`config.mk`:
```
export PLATFORM = sky130hd
export DESIGN_NAME = sprite_line_selector
export DESIGN_NICKNAME = d
export VERILOG_FILES = /design/src/rtl/sprite_line_selector_pkg.sv /design/src/rtl/sprite_line_selector_slot_buf.sv /design/src/rtl/sprite_line_selector.sv
export SDC_FILE = /design/constraint.sdc
export NUM_CORES = 1
export LEC_CHECK = 0
export ABC_CLOCK_PERIOD_IN_PS = 7200
export CAP_MARGIN = 5
export CORE_UTILIZATION = 65
export DETAILED_ROUTE_END_ITERATION = 10
export PLACE_DENSITY = 0.84
export SYNTH_ARGS = -nofsm -noshare
export SYNTH_HDL_FRONTEND = slang
export SYNTH_HIERARCHICAL = 1
export SYNTH_SLANG_ARGS = --single-unit
```
`constraint.sdc`:
```
create_clock -name clock -period 7.2 [get_ports clock]
set_input_delay 1.08 -clock clock [delete_from_list [all_inputs] [get_ports clock]]
set_output_delay 1.08 -clock clock [all_outputs]
set_load 0.01 [all_outputs]
```
`src/rtl/sprite_line_selector_pkg.sv`:
```
// Shared types and constants for the per-scanline sprite selection stage.
//   sprite_conf_t : one OAM sprite configuration as delivered by oam_scanner
//   slot_entry_t  : one selected sprite plus the row offset into that sprite
//   sel_state_t   : selector FSM states
package sprite_line_selector_pkg;

  localparam int MAX_SPRITES = 64;  // OAM entries scanned per line
  localparam int SPR_SLOTS   = 16;  // default number of sprite slots per line
  localparam int SPR_OFS_W   = 6;   // stored line offset width (sprites up to 64 rows)

  // y is the top row, h selects the height as (h+1)*8 rows.
  typedef struct packed {
    logic [7:0] y;
    logic [2:0] h;
    logic [7:0] x;
    logic [7:0] tile;
    logic [4:0] attr;
  } sprite_conf_t;

  typedef struct packed {
    sprite_conf_t         conf;
    logic [SPR_OFS_W-1:0] ofs;
  } slot_entry_t;

  typedef enum logic [1:0] {
    ST_IDLE,
    ST_CLEAR,
    ST_SCAN,
    ST_DONE
  } sel_state_t;

endpackage

```
`src/rtl/sprite_line_selector_slot_buf.sv`:
```
// Slot buffer for selected sprites.
//   clock  : system clock
//   we     : write enable, waddr/wdata written on the rising edge
//   raddr  : read address, rdata is a combinational read of that slot
// Contents are not reset; the selector's slot count defines which slots are valid.
module sprite_line_selector_slot_buf
  import sprite_line_selector_pkg::*;
#(
  parameter int SLOTS = SPR_SLOTS,
  localparam int IW   = $clog2(SLOTS)
) (
  input  logic          clock,
  input  logic          we,
  input  logic [IW-1:0] waddr,
  input  slot_entry_t   wdata,
  input  logic [IW-1:0] raddr,
  output slot_entry_t   rdata
);

  slot_entry_t mem [SLOTS];

  always_ff @(posedge clock) begin
    if (we) mem[waddr] <= wdata;
  end

  assign rdata = mem[raddr];

endmodule

```
`src/rtl/sprite_line_selector.sv`:
```
// Per-scanline sprite selector, downstream of oam_scanner.
// On line_start it clears the scanner, then pulls in-range sprite configs
// via conf_req/conf_ack and stores up to SLOTS of them (with their row
// offset) in OAM order. line_done signals the buffer is ready to read.
//   clock, reset_l        : clock, asynchronous active-low reset
//   line_start, row       : start pulse and current scanline
//   scan_clear, conf_req  : scanner clear pulse and config request
//   conf_ack, conf_exists : scanner ack pulse and "entries remain" flag
//   oam_avail, oam_data   : OAM read completion strobe and config bus
//   slot_count, slot_idx, slot_data : valid slot count and read port
//   line_done, truncated  : selection complete, slots filled early
module sprite_line_selector
  import sprite_line_selector_pkg::*;
#(
  parameter int SLOTS = SPR_SLOTS,
  localparam int IW   = $clog2(SLOTS),
  localparam int CW   = IW + 1
) (
  input  logic          clock,
  input  logic          reset_l,
  input  logic          line_start,
  input  logic [7:0]    row,
  output logic          scan_clear,
  output logic          conf_req,
  input  logic          conf_ack,
  input  logic          conf_exists,
  input  logic          oam_avail,
  input  sprite_conf_t  oam_data,
  output logic [CW-1:0] slot_count,
  input  logic [IW-1:0] slot_idx,
  output slot_entry_t   slot_data,
  output logic          line_done,
  output logic          truncated
);

  sel_state_t     state;
  logic [CW-1:0]  count;
  logic           pend;
  logic           full;
  logic [CW:0]    reserved;
  logic           room;
  logic           we;
  slot_entry_t    wdata;

  assign full     = (count == CW'(SLOTS));
  // A pending read holds a slot in reserve, so an ack can never find the buffer full.
  assign reserved = {1'b0, count} + {{CW{1'b0}}, pend};
  assign room     = (reserved < (CW + 1)'(SLOTS));
  assign conf_req = (state == ST_SCAN) & conf_exists & room;

  // Acks outside SCAN (e.g. a read in flight when the line restarted) are dropped.
  assign we          = (state == ST_SCAN) & conf_ack & ~full;
  assign wdata.conf  = oam_data;
  assign wdata.ofs   = SPR_OFS_W'(row - oam_data.y);
  assign slot_count  = count;

  always_ff @(posedge clock or negedge reset_l) begin
    if (!reset_l) begin
      state      <= ST_IDLE;
      count      <= '0;
      pend       <= 1'b0;
      scan_clear <= 1'b0;
      line_done  <= 1'b0;
      truncated  <= 1'b0;
    end else begin
      scan_clear <= 1'b0;
      if (line_start) begin
        // Restart from any state; the scanner flushes its own in-flight read.
        state      <= ST_CLEAR;
        scan_clear <= 1'b1;
        count      <= '0;
        pend       <= 1'b0;
        line_done  <= 1'b0;
        truncated  <= 1'b0;
      end else begin
        case (state)
          ST_IDLE:  ;
          ST_CLEAR: state <= ST_SCAN;
          ST_SCAN: begin
            if (we) count <= count + CW'(1);
            // The scanner never starts a read in the cycle it completes one.
            if (oam_avail)           pend <= 1'b0;
            else if (conf_req & ~pend) pend <= 1'b1;
            if (~pend & (~conf_exists | full)) begin
              state     <= ST_DONE;
              line_done <= 1'b1;
              truncated <= full & conf_exists;
            end
          end
          ST_DONE:  ;
          default:  state <= ST_IDLE;
        endcase
      end
    end
  end

  sprite_line_selector_slot_buf #(.SLOTS(SLOTS)) u_slot_buf (
    .clock (clock),
    .we    (we),
    .waddr (count[IW-1:0]),
    .wdata (wdata),
    .raddr (slot_idx),
    .rdata (slot_data)
  );

endmodule
```
==> impl_metrics.json, run 1 <==
{
  "outcome": "complete, but fails checks",
  "violations": "DRC",
  "grt_pass1_vias": 11791,
  "place_ws_ps": 2352,
  "netlist_instances": 1036,
  "path_depth": 6,
  "dr.first_iter.drc_count": 1319,
  "final_util_pct": 75.34,
  "n_fill_cell": 1870,
  "r2r_cells": 7,
  "dp.cells": 1565,
  "p_per_area_nw_per_um2": 266.5,
  "min_path_type": "reg -> reg",
  "end_kind": "output port",
  "critPathSlowestCell": "buf_8",
  "finalCritPeriodShare_pct": 66.68,
  "via_per_inst": 6.857,
  "finalMaxSlewViolations": 0,
  "num_io_pins": 97,
  "coreArea_sq_um": 35660,
  "grt_overflow_total": 0,
  "seqPwrFrac_pct": 55.8,
  "avgRoutedWirePerCell_microns": 31.17,
  "clock_skew_ps": 18.48,
  "critical_path.max_stage_delay_ps": 670,
  "synth_ff_type": "edfxtp_1",
  "worst-setup-path-type": "in -> out",
  "cp.arrival_ps": 3720,
  "required_ps": 6120,
  "p_int_mw": 5.697,
  "power_switching_mw": 1.462,
  "post-cts-setup-buffer-count": 0,
  "cts_resized": 0,
  "dieArea_sq_um": 37050,
  "power_frac_comb_pct": 5.5,
  "cts_buffer_depth": 3,
  "fp.dieH_microns": 192.5,
  "cp-start-kind": "input pin",
  "fmax_ghz": 0.2083,
  "critPathTopFamily": "buffers and inverters",
  "fin_ws_ps": 2399,
  "async_reset_ff_share_pct": 1.777,
  "fin_crit_ps": 4801,
  "worstPathCellList": "buf_8 -> buf_4 -> mux4_2 -> a22oi_1 -> nand2_1 -> clkdlybuf4s50_1",
  "netlist_area_sq_um": 23590,
  "rsz0062_at_grt": "false",
  "clock-root-buffer": "clkbuf_16",
  "p_clk_share_pct": 38.8,
  "ys_seq_area_share_pct": 78.58,
  "finalWirelength_mm": 51.90,
  "layout-drive-gt1-share_pct": 22.94,
  "remaining_drc_errors": 28,
  "ys_types": 38,
  "synth_warnings": 6,
  "port_buffers": 94,
  "synth.avg_cell_area_sq_um": 22.77,
  "finalPower_mw": 7.159,
  "slew_headroom_pct": 16.86,
  "htreeDepth": 2,
  "crit_buf_inv": 3,
  "hold_ws_ps": 522.5,
  "path_max_fanout": 82,
  "finalSetupViolCount": 0,
  "layout.nets": 1221,
  "detail-route-antenna-nets": 0,
  "initial_utilization_pct": 66.15,
  "layout_common_cells": "edfxtp_1, mux4_2, clkdlybuf4s50_1",
  "peakVddDrop_v": 0.0002108,
  "synth.net_count": 1094,
  "grt_max_degree": 94,
  "cts_tree": "done",
  "dp_hpwl_mm": 24.11,
  "grt_antenna_before_repair": 2,
  "gp_congestion": 0.7129,
  "p_leak_nw": 8.514,
  "synth_seq_cells": 619,
  "fp.dieW_microns": 192.5,
  "placed_area_sq_um": 25170,
  "cts_hold_buf": 0,
  "grt_util_all_layers_pct": 29.15,
  "synth-edff-count": 608,
  "fin_cells": 1665,
  "clk_pin_slew_ps": 60,
  "hold_violations": 0,
  "worstHoldPathCells": 2,
  "numCtsBuffers": 56,
  "cap_viol_max_count": 0,
  "clkSinkCount": 619,
  "final_common_cell": "edfxtp_1",
  "first_pass_iters": 8,
  "rows": 69,
  "grt_pass1_wl_mm": 75.18,
  "areaGrowthSynthToFinish_pct": 13.90,
  "vias": 11417,
  "worstSkewPairLatency_ps": 600,
  "design_area_sq_um": 26860,
  "setup_tns_ps": 0,
  "tightestPinTransition_ps": 1238,
  "switching_share_pct": 20.42
}
-- power groups by stage --
stage	clock, mW	sequential (mW)	combinational [mW]
floorplan	0	4.07	0.212
detailed placement	0	4.07	0.384
global route	2.94	3.99	0.415
CTS	2.80	3.99	0.390
global placement	0	4.07	0.370
finish	2.78	3.99	0.390
-- cell type report --
| class | count | area [sq um] | area share (%) |
|---|---|---|---|
| Clock buffer | 73 | 1508 | 5.612 |
| Multi-Input combinational cell | 354 | 4855 | 18.07 |
| Sequential cell | 619 | 18530 | 68.99 |
| Inverter | 12 | 45.04 | 0.1677 |
| Timing Repair Buffer | 120 | 1167 | 4.346 |
| Tap cell | 461 | 576.8 | 2.147 |
| Antenna cell | 1 | 2.502 | 0.009315 |
| Clock inverter | 25 | 176.4 | 0.6567 |
-- final timing paths --
kind	start	to	slack, ps
setup / recovery	slot_idx[0]	slot_data[4]	2400
hold / removal	line_done	line_done	520
setup reg to reg	slot_count[0]	u_slot_buf/mem[3][17]	3590
hold reg to reg	line_done	line_done	520
max in group asynchronous	reset_l	state[1]	6030
min in group asynchronous	reset_l	slot_count[3]	830
-- cells in the mapped netlist, types with 4 or more instances --
cell type  instances  share of area [%]
mux4_2           152                 15
clkbuf_1          23               0.37
inv_1             12               0.19
a21oi_1            6               0.13
buf_6             10               0.48
dfrtp_1           11                1.2
buf_2             16               0.34
nor3_1             9               0.19
edfxtp_1         608                 77
nor2b_1            4               0.11
a22oi_1           76                2.4
nand2_1           41               0.65
ha_1               7               0.37
nor2_1            23               0.37
-- worst min-delay path: stages, from the launching register on --
cell     delay [ps]
dfrtp_1         360
a21oi_1          50
nor2_1           80
-- sequential cells by signal, summed over array words and instances (netlist names) --
name,flops
scan_clear,1
line_done,1
state,2
u_slot_buf/mem,608
pend,1
slot_count,5
truncated,1
-- cell families after synthesis --
kind of cell,after synthesis,share of synthesized area [%]
AOI/OAI and AO/OA,94,2.897
xor gates and xnor gates,5,0.1857
adders and majority gates,8,0.4562
buffers and inverters,63,1.406
DFF,619,78.58
muxes,153,14.56
and+or+nand+nor,94,1.920
-- per-layer routing --
layer | track usage, % | part of all wire, %
met5 | 0 | 0.019
met4 | 9.207 | 2.3
met3 | 5.037 | 9.5
met2 | 48.16 | 51
met1 | 40.40 | 37
Note: power is estimated with default switching activity, not from simulation.
==> run 2: changes to the inputs <==
ABC_CLOCK_PERIOD_IN_PS = 4450   (was 7200)
CORE_UTILIZATION = 60   (was 65)
PLACE_DENSITY = 0.79   (was 0.84)
clock period = 4.45 ns   (was 7.2 ns; I/O delays follow)
==> run 2 against run 1 <==
- the run now ends clean
- core utilization decreased by 4.9 points
- power is 63% higher
- clock power increased by 65%
- critical path depth did not move
- flip-flop and latch count stayed put
- combinational power up 68%
==> impl_metrics.json, run 2 (same netlist as run 1, synthesis figures left out) <==
{
  "p_per_area_nw_per_um2": 428.6,
  "hold_violations": 0,
  "fp.dieW_microns": 200.3,
  "path_depth": 6,
  "cts_buffer_depth": 3,
  "first_pass_iters": 5,
  "path_max_fanout": 35,
  "critPathSlowestCell": "mux4_2",
  "fmax_ghz": 0.2828,
  "vias": 11388,
  "initial_utilization_pct": 60.89,
  "clock_skew_ps": 23.35,
  "clkSinkCount": 619,
  "cap_viol_max_count": 0,
  "fp.dieH_microns": 200.3,
  "grt_util_all_layers_pct": 26.16,
  "met2_usage_pct": 42.92,
  "critPathTopFamily": "buffers and inverters",
  "gp_congestion": 0.7221,
  "cts_tree": "done",
  "design_area_sq_um": 27280,
  "grt-busiest-layer": "met2",
  "layout-drive-gt1-share_pct": 24.45,
  "r2r_cells": 7,
  "critical_path.max_stage_delay_ps": 580,
  "remaining_drc_errors": 0,
  "n_fill_cell": 2246,
  "layout.nets": 1238,
  "numCtsBuffers": 59,
  "cts_resized": 0,
  "cp-startpoint": "slot_idx[0]",
  "end_kind": "output port",
  "fin_crit_ps": 3536,
  "finalSetupViolCount": 0,
  "finalCritPeriodShare_pct": 79.45,
  "rsz0062_at_grt": "false",
  "clk_pin_slew_ps": 60,
  "placed_area_sq_um": 25520,
  "coreArea_sq_um": 38740,
  "layout_common_cells": "edfxtp_1, mux4_2, clkdlybuf4s50_1",
  "reg2reg_from": "slot_count[0]",
  "port_buffers": 94,
  "grt_pass1_wl_mm": 75.80,
  "worstSkewPairLatency_ps": 610,
  "final_common_cell": "edfxtp_1",
  "finalMaxSlewViolations": 0,
  "grt_antenna_before_repair": 0,
  "post-cts-setup-buffer-count": 0,
  "regArea_sq_um": 18530,
  "grt_overflow_total": 0,
  "rows": 72,
  "detail-route-antenna-nets": 0,
  "dr.first_iter.drc_count": 1191,
  "top_register": "u_slot_buf/mem",
  "via_per_inst": 6.526,
  "grt_util_met3_pct": 4.198,
  "p_leak_nw": 8.674,
  "worst-setup-path-type": "in -> out",
  "dieArea_sq_um": 40110,
  "slew_headroom_pct": 47.34,
  "cp-start-kind": "input pin",
  "required_ps": 3780,
  "htreeDepth": 2,
  "met1_usage_pct": 36.85,
  "peakVddDrop_v": 0.0002944,
  "crit_buf_inv": 3,
  "outcome": "finished clean",
  "diodes": 0,
  "avgRoutedWirePerCell_microns": 29.07,
  "grt_pass1_vias": 11854,
  "min_path_type": "in -> async",
  "areaGrowthSynthToFinish_pct": 15.66,
  "clock-root-buffer": "clkbuf_16",
  "multiInputGateArea_sq_um": 4861,
  "num_io_pins": 97,
  "worstPathCellList": "buf_8 -> buf_12 -> mux4_2 -> a22oi_1 -> nand2_1 -> clkdlybuf4s50_1",
  "tightestPinTransition_ps": 789.9,
  "finalWirelength_mm": 50.73,
  "largest_reg_flops": 608,
  "finalPower_mw": 11.69,
  "grt_max_degree": 46,
  "dp_hpwl_mm": 25.20,
  "cp.arrival_ps": 2870,
  "cts_hold_buf": 0
}
==> run 2: cell count changes in the layout (fill, tap and decap cells not counted), sizes merged <==
| cell | delta |
|---|---|
| clkinv | +12 |
| diode | -1 |
| clkbuf | -3 |
| inv | +2 |
| bufinv | -1 |
| buf | +14 |
==> run 2: report_power, final <==
part / internal (mW) / total (mW) / switching (mW)
clock network: 2.52 / 4.58 / 2.06
logic: 0.299 / 0.656 / 0.357
registers: 6.45 / 6.46 / 0.00842
==> run 2: through the flow <==
stage                     cells  setup slack, ps  utilization (%)  setup TNS (ps)  hold slack (ps)
after floorplan            1036           -166.7                -          -18750            371.9
after global placement     1637            926.1            65.89               0            493.6
after detailed placement   1637            893.2            65.89               0            500.9
after CTS                  1745            865.7            70.42               0            396.0
after global routing       1745            789.1            70.42               0            446.8
final                      1745            914.5            70.42               0            410.9
==> run 2: cell type report <==
cell class	count	share of cell area, %
multi-input cells	354	17.82
inverters	12	0.1651
repair buffers	134	5.261
clock inverters	38	0.7981
flip-flops and latches	619	67.94
well taps	518	2.376
clock buffers	70	5.642
==> run 2: metal layers <==
layer / wire (microns) / vias up
li1: - / 4681
met1: 18910 / 5935
met2: 25690 / 685
met3: 4922 / 87
met4: 1197 / 0
met5: 0 / -
==> run 2: worst reg2reg max path, delay by kind of cell (launching register included) <==
family                   cells  cell delay (ps)
AND/OR/NAND/NOR              4             1760
flip-flops                   1              690
buffers and inverters        2              420
adder cells (fa/ha/maj)      1              210
==> run 2: final timing paths <==
check | end | slack [ps]
hold reg to reg | line_done | 520
setup / recovery | slot_data[34] | 910
setup reg to reg | u_slot_buf/mem[3][3] | 1050
hold / removal | slot_count[2] | 410
max in group asynchronous | scan_clear | 3690
min in group clock | line_done | 520
